==> src/rtl/key_debounce_latch.sv <==
// Push-button conditioner for four active-low, bouncy keys: synchronise, debounce,
// detect presses and latch the most recent press as a one-hot code with a strobe.
module key_debounce_latch #(
  parameter int DEBOUNCE_CYCLES = 500000,
  parameter int CNT_WIDTH       = 19
) (
  input  logic       clock,
  input  logic       reset_n,
  input  logic [3:0] key_n,
  input  logic       clear,
  output logic [3:0] key_held,
  output logic [3:0] key_onehot,
  output logic       key_press
);

  localparam logic [CNT_WIDTH-1:0] CNT_LAST = CNT_WIDTH'(DEBOUNCE_CYCLES - 1);

  // Synchroniser keeps raw pin polarity so its reset value of 1 means "released".
  logic [3:0] meta_q;
  logic [3:0] sync_q;
  logic [3:0] pressed;

  logic [3:0][CNT_WIDTH-1:0] cnt_q;
  logic [3:0][CNT_WIDTH-1:0] cnt_d;
  logic [3:0]                held_q;
  logic [3:0]                held_d;
  logic [3:0]                held_dly_q;
  logic [3:0]                press_evt;

  logic [3:0] onehot_q;
  logic [3:0] onehot_d;
  logic       press_q;
  logic       press_d;

  assign pressed = ~sync_q;

  always_ff @(posedge clock or negedge reset_n) begin
    if (!reset_n) begin
      meta_q <= 4'hF;
      sync_q <= 4'hF;
    end else begin
      meta_q <= key_n;
      sync_q <= meta_q;
    end
  end

  always_comb begin
    cnt_d  = cnt_q;
    held_d = held_q;
    for (int i = 0; i < 4; i++) begin
      if (pressed[i] == held_q[i]) begin
        cnt_d[i] = '0;
      end else if (cnt_q[i] == CNT_LAST) begin
        held_d[i] = ~held_q[i];
        cnt_d[i]  = '0;
      end else begin
        cnt_d[i] = cnt_q[i] + CNT_WIDTH'(1);
      end
    end
  end

  always_ff @(posedge clock or negedge reset_n) begin
    if (!reset_n) begin
      cnt_q      <= '0;
      held_q     <= 4'h0;
      held_dly_q <= 4'h0;
    end else begin
      cnt_q      <= cnt_d;
      held_q     <= held_d;
      held_dly_q <= held_q;
    end
  end

  // Rising edges of the debounced level; releases never reach the latch.
  assign press_evt = held_q & ~held_dly_q;

  always_comb begin
    onehot_d = onehot_q;
    press_d  = 1'b0;
    if (press_evt != 4'h0) begin
      press_d = 1'b1;
      if (press_evt[0])      onehot_d = 4'b0001;
      else if (press_evt[1]) onehot_d = 4'b0010;
      else if (press_evt[2]) onehot_d = 4'b0100;
      else                   onehot_d = 4'b1000;
    end else if (clear) begin
      onehot_d = 4'h0;
    end
  end

  always_ff @(posedge clock or negedge reset_n) begin
    if (!reset_n) begin
      onehot_q <= 4'h0;
      press_q  <= 1'b0;
    end else begin
      onehot_q <= onehot_d;
      press_q  <= press_d;
    end
  end

  assign key_held   = held_q;
  assign key_onehot = onehot_q;
  assign key_press  = press_q;

endmodule
==> config.mk <==
export PLATFORM = sky130hd
export DESIGN_NAME = key_debounce_latch
export DESIGN_NICKNAME = d
export VERILOG_FILES = /design/src/rtl/key_debounce_latch.sv
export SDC_FILE = /design/constraint.sdc
export NUM_CORES = 1
export LEC_CHECK = 0
export CORE_MARGIN = 2
export CORE_UTILIZATION = 45
export CTS_CLUSTER_SIZE = 28
export DETAILED_ROUTE_END_ITERATION = 6
export GPL_TIMING_DRIVEN = 1
export PLACE_DENSITY = 0.7
export SYNTH_ARGS = -nofsm -noshare
export SYNTH_HDL_FRONTEND = slang
export SYNTH_SLANG_ARGS = --single-unit
==> constraint.sdc <==
create_clock -name clock -period 2.1 [get_ports clock]
set_input_delay 0.21 -clock clock [delete_from_list [all_inputs] [get_ports clock]]
set_output_delay 0.21 -clock clock [all_outputs]
set_load 0.01 [all_outputs]
==> impl_metrics.toml, run 1 <==
[timing]
drv_slew = 0
setup_tns_ns = 0
relSlewSlack_pct = 67.8
fin_skew_ns = 0.0144
finalCritPeriodShare_pct = 94.1
hold_violations = 0
setup_viol = 0
fin_crit_ns = 1.98
fmaxAchievable_mhz = 506
holdWs_ns = 0.226
worstMarginPinSlew_ns = 0.483
grt_setup_unrepaired = "false"

[outcome]
outcome = "finished, final reports clean"

[drt]
vias_per_cell = 5.37
vias = 3215
ant_nets = 0
drtPass1Iterations = 4
wl_per_cell_um = 13.7
routed_wl_um = 8180
post-route-drc-count = 0
drt_iter0_drc = 136

[critical_path]
reg2reg_depth = 5
crit_type = "reg2reg"
cp-start-kind = "register"
cp.arrival_ns = 2.27
crit_required_ns = 2.40
critPathMaxFanout = 6
crit_path_end_kind = "register"

[worst_hold_path]
hold_class = "in2reg"
holdPathStages = 1

[logic_synthesis]
synth_area_mm2 = 0.00446
ys_async_sr_fraction_pct = 100
ys_types = 41
syn-num-nets = 443
synth_top_area_share_pct = 49.9
avgSynthCellArea_um2 = 10.3
yosysTopAreaCell = "dfrtp_1"
netlist_instances = 432
synth_edf_count = 0
yosysWarnings = 0
ys_top_cells_by_count = "dfrtp_1, nor2_1, xnor2_1"
ys.flop_type = "dfrtp_1"
ys_top_cells_by_area = "dfrtp_1, xnor2_1, nor2_1"
ys_seq_area_share_pct = 54.6
synth.ff_latch_count = 97
yosysMostFrequentCell = "dfrtp_1"

[pwr]
sw_frac_of_total_pct = 24.1
power_per_cell_area_mw_per_mm2 = 656
internal-power_mw = 2.51
irDropWorstVdd_v = 0.000270
p_sw_mw = 0.799
power.share.clock_pct = 38.3
seq_power_share_pct = 58.1
comb_power_share_pct = 3.7
leakage_nw = 2.01

[global_routing]
grt_max_degree = 61
grt_first_pass_wirelength_um = 14500
grt_antenna_before_repair = 0
grtUsageTotal_pct = 16.5
grt_pass1_vias = 3072
overflow = 0

[clock_network]
numCtsBuffers = 9
h-tree-depth = 3
tritoncts = "yes"
cts_buffer_depth = 2
cts.sinks = 97
root_buffer = "clkbuf_8"
clk_pin_slew_worst_paths_ns = 0.11
clock_latency_ns = 0.38
postCtsSetupRepairBufs = 0

[floorplanning]
die_x_um = 104
dieArea_mm2 = 0.0107
fp.dieH_um = 104
rows = 36
boundaryPins = 16
core_mm2 = 0.00968
start_util_pct = 46.1

[placed_design]
hpwl_um = 5630
globalplace.congestion = 0.840
io_buffer_count = 15
placed_cell_area_mm2 = 0.00483

[final_layout]
fillCellCount = 883
final_layout_size_suffix_gt1_share_pct = 10.1
stdcell_area_mm2 = 0.00505
insertedDiodeCount = 0
final_nets = 472
areaGrowthSynthToFinish_pct = 13.2

[run]
maxCapViolations = 0
worst max-delay path, stage by stage, from the launching register on:
cell,delay [ns]
dfrtp_1,0.46
nand4_2,0.18
or4_1,0.58
buf_4,0.18
or3_1,0.34
a21oi_1,0.15
flip-flops by register name (all words and copies together) (netlist names):
signal	count
meta_q	4
sync_q	4
held_dly_q	4
key_press	1
key_held	4
cnt_q	76
key_onehot	4
layout make-up:
| cell class | instances | area [um^2] | share of cell area (%) |
|---|---|---|---|
| Clock buffer | 9 | 124 | 2.45 |
| Timing Repair Buffer | 26 | 245 | 4.86 |
| Inverter | 15 | 56.3 | 1.12 |
| Multi-Input combinational cell | 312 | 1940 | 38.3 |
| Clock inverter | 7 | 83.8 | 1.66 |
| Sequential cell | 97 | 2440 | 48.3 |
| Tap cell | 133 | 166 | 3.30 |
power groups by stage:
stage | clock [mW] | sequential [mW] | combinational, mW
2_1_floorplan | 0 | 1.95 | 0.0544
3_3_place_gp | 0 | 1.96 | 0.122
3_5_place_dp | 0 | 1.96 | 0.126
4_1_cts | 1.30 | 1.92 | 0.127
5_1_grt | 1.39 | 1.93 | 0.144
6_report | 1.27 | 1.92 | 0.122
what timing repair did:
action / CTS / global route
setup endpoints to repair: 0 / 1
resized for setup: 0 / 1
hold buffers: 1 / 0
hold endpoints to repair: 35 / 0
kinds of logic after synthesis:
group	share of synthesized area (%)
and+or+nand+nor	24.5
xor gates and xnor gates	11.2
buffers and inverters	2.05
AOI/OAI and AO/OA	6.23
muxes	0.224
adders and majority gates	1.12
DFF	54.6
routing by layer:
| metal | wire, um | share of wire [%] | vias up | global-route usage, % |
|---|---|---|---|---|
| met5 | 0 | 0 | - | 0 |
| met4 | 155 | 1.9 | 0 | 5.98 |
| met3 | 253 | 3.1 | 10 | 3.96 |
| met2 | 3860 | 47 | 56 | 25.5 |
| met1 | 3910 | 48 | 1567 | 22.8 |
| li1 | - | - | 1582 | - |
through the flow:
step	util [%]	cells	total power, mW	worst slack (ns)
6_report	52.1	599	3.31	0.124
5_1_grt	52.1	599	3.46	0.0273
4_1_cts	52.1	599	3.35	0.120
3_5_place_dp	49.8	582	2.09	0.127
3_3_place_gp	49.8	582	2.08	0.214
2_1_floorplan	-	432	2.01	0.131
placed cells by master, fill, tap and decap left out, types with 2 or more instances in the layout:
cell type,n
or4_1,9
nand2b_1,3
ha_1,4
o21ai_0,11
buf_4,10
nand4_1,22
nand4_2,2
inv_1,15
and3_1,4
nand2_1,21
and4_1,5
o21ai_1,2
nor2_1,67
or2_2,3
dfstp_2,8
or3_2,2
clkinv_4,2
or3_1,9
a21o_1,2
xnor2_1,38
clkbuf_8,9
inv_6,2
o31ai_1,10
nor3_1,10
clkdlybuf4s50_1,14
xor2_1,19
a21oi_1,15
nor4_1,14
dfrtp_1,89
nor4b_1,4
nand3_1,20
and2_1,4
final timing paths:
path,start,to,slack (ns)
max in group asynchronous,reset_n,meta_q[0],1.04
worst min-delay path,key_n[2],meta_q[2],0.23
worst max register to register,cnt_q[43],cnt_q[53],0.12
min in group asynchronous,reset_n,cnt_q[24],0.32
worst max-delay path,cnt_q[43],cnt_q[53],0.12
worst min register to register,meta_q[1],sync_q[1],0.34
No activity file was read; power rests on OpenSTA's default activity.
==> run 2: changes to the inputs <==
CORE_ASPECT_RATIO = 2   (was unset)
GPL_ROUTABILITY_DRIVEN = 0   (was unset)
==> run 2 against run 1 <==
Against the previous run:
- global-route usage up 2.0 points
- clock skew is 0.0090 ns lower
- first-iteration DRC count rose by 25%
- power rose by 14%
- sequential share of layout area down 1.1 points
- combinational power up 4%
- utilization is 1.2 points higher
==> impl_metrics.toml, run 2 (synthesis results as in run 1) <==
[final_layout]
fillCellCount = 858
areaGrowthSynthToFinish_pct = 15.9
largest_reg_flops = 76
final_nets = 475
insertedDiodeCount = 0
final_common_cell = "dfrtp_1"
final_layout_size_suffix_gt1_share_pct = 10.0
largest-register = "cnt_q"
final_cell_mix = "dfrtp_1, nor2_1, xnor2_1"

[global_routing]
overflow = 0
grtUsageTotal_pct = 18.5
grt_max_degree = 46
grt_first_pass_wirelength_um = 15400
grt_antenna_before_repair = 0
grt_pass1_vias = 3451

[clock_network]
tritoncts = "yes"
cts_buffer_depth = 2
cts.sinks = 97
clock_latency_ns = 0.34
clk_pin_slew_worst_paths_ns = 0.06
numCtsBuffers = 9
root_buffer = "clkbuf_16"
h-tree-depth = 3
postCtsSetupRepairBufs = 0

[floorplanning]
fp.dieH_um = 145
rows = 51
boundaryPins = 16
dieArea_mm2 = 0.0108
core_mm2 = 0.00970
start_util_pct = 46.0
die_x_um = 74.4

[pwr]
p_sw_mw = 0.792
irDropWorstVdd_v = 0.000491
power_per_cell_area_mw_per_mm2 = 731
sw_frac_of_total_pct = 21.0
leakage_nw = 2.07
internal-power_mw = 2.99
seq_power_share_pct = 50.9
comb_power_share_pct = 3.3
power.share.clock_pct = 45.7

[timing]
setup_slack_ns = 0.139
hold_violations = 0
worstMarginPinSlew_ns = 0.384
fmaxAchievable_mhz = 510
finalCritPeriodShare_pct = 93.4
setup_tns_ns = 0
relSlewSlack_pct = 74.2
fin_crit_ns = 1.96
grt_setup_unrepaired = "false"
drv_slew = 0
fin_skew_ns = 0.00545
setup_viol = 0

[critical_path]
critPathMaxFanout = 6
critPathSlowestCell = "or4_1"
crit_required_ns = 2.36
cpPeakStageDelay_ns = 0.59
cp.arrival_ns = 2.22
crit_chain = "nand4_2 > or4_1 > buf_4 > or3_1 > a21oi_1"
crit_type = "reg2reg"
cp-start-kind = "register"
crit_path_end_kind = "register"

[drt]
vias = 3266
post-route-drc-count = 0
wl_per_cell_um = 14.8
drt_iter0_drc = 170
routed_wl_um = 8890
ant_nets = 0
vias_per_cell = 5.43
drtPass1Iterations = 4

[placed_design]
io_buffer_count = 15
hpwl_um = 6310
dpl_worst_slack_ns = 0.146

[worst_hold_path]
hold_class = "in2reg"

[run]
maxCapViolations = 0

[outcome]
outcome = "finished, final reports clean"
[run 2: cell count changes in the layout (fill, tap and decap cells not counted), moves of 2 or more]
cell and delta:
clkbuf_16 +9, clkbuf_8 -9, buf_4 +3, clkbuf_1 +2, clkinv_4 -2, inv_6 -2
[run 2: what timing repair did]
item	4_1_cts	5_1_grt
hold endpoints to repair	22	0
gates resized for setup	0	0
hold buffers	1	0
[run 2: power by group through the flow]
| stage | clock network [mW] | registers, mW | logic (mW) |
|---|---|---|---|
| 2_1_floorplan | 0 | 1.95 | 0.0544 |
| 3_3_place_gp | 0 | 1.96 | 0.124 |
| 3_5_place_dp | 0 | 1.96 | 0.130 |
| 4_1_cts | 1.78 | 1.92 | 0.132 |
| 5_1_grt | 1.86 | 1.93 | 0.148 |
| 6_report | 1.73 | 1.93 | 0.127 |
[run 2: critical path, delay by kind of cell (launching register included)]
family          cells  cell delay, ns
simple gates        3            1.10
flops               1            0.44
buf+inv             1            0.18
compound gates      1            0.16
[run 2: path summary, 6_finish.rpt]
check,start,slack [ns],endpoint,cells past startpoint
max in group asynchronous,reset_n,1.07,sync_q[1],3
setup / recovery,cnt_q[43],0.14,cnt_q[53],5
setup reg to reg,cnt_q[43],0.14,cnt_q[53],5
hold / removal,key_n[0],0.27,meta_q[0],1
hold reg to reg,meta_q[0],0.36,sync_q[0],0
min in group asynchronous,reset_n,0.30,cnt_q[71],2
[run 2: area by class of cell]
| class | count | area, um^2 | share of cell area [%] |
|---|---|---|---|
| Timing Repair Buffer | 29 | 268 | 5.18 |
| Sequential cell | 97 | 2440 | 47.1 |
| Clock inverter | 5 | 80.1 | 1.55 |
| Inverter | 15 | 56.3 | 1.09 |
| Tap cell | 132 | 165 | 3.19 |
| Multi-Input combinational cell | 312 | 1930 | 37.4 |
| Clock buffer | 11 | 233 | 4.50 |
[run 2: through the flow]
step	instance area (um^2)	hold WS, ns	power, mW	std cells	util, %
after floorplan	4460	-0.0856	2.01	432	-
after global placement	4850	0.124	2.08	584	50.0
after detailed placement	4850	0.136	2.09	584	50.0
after CTS	5170	0.262	3.83	601	53.3
after global routing	5170	0.281	3.94	601	53.3
final	5170	0.272	3.78	601	53.3
[run 2: metal layers]
metal	track usage, %	routed length [um]
met1	20.5	3540
met3	3.39	187
met4	10.1	274
met5	0	0
met2	32.4	4890
==> run 3: changes to the inputs <==
SKIP_LAST_GASP = 1   (was unset)
==> results of run 3 <==
No change in the layout: final DEF, timing and power equal those of run 2.
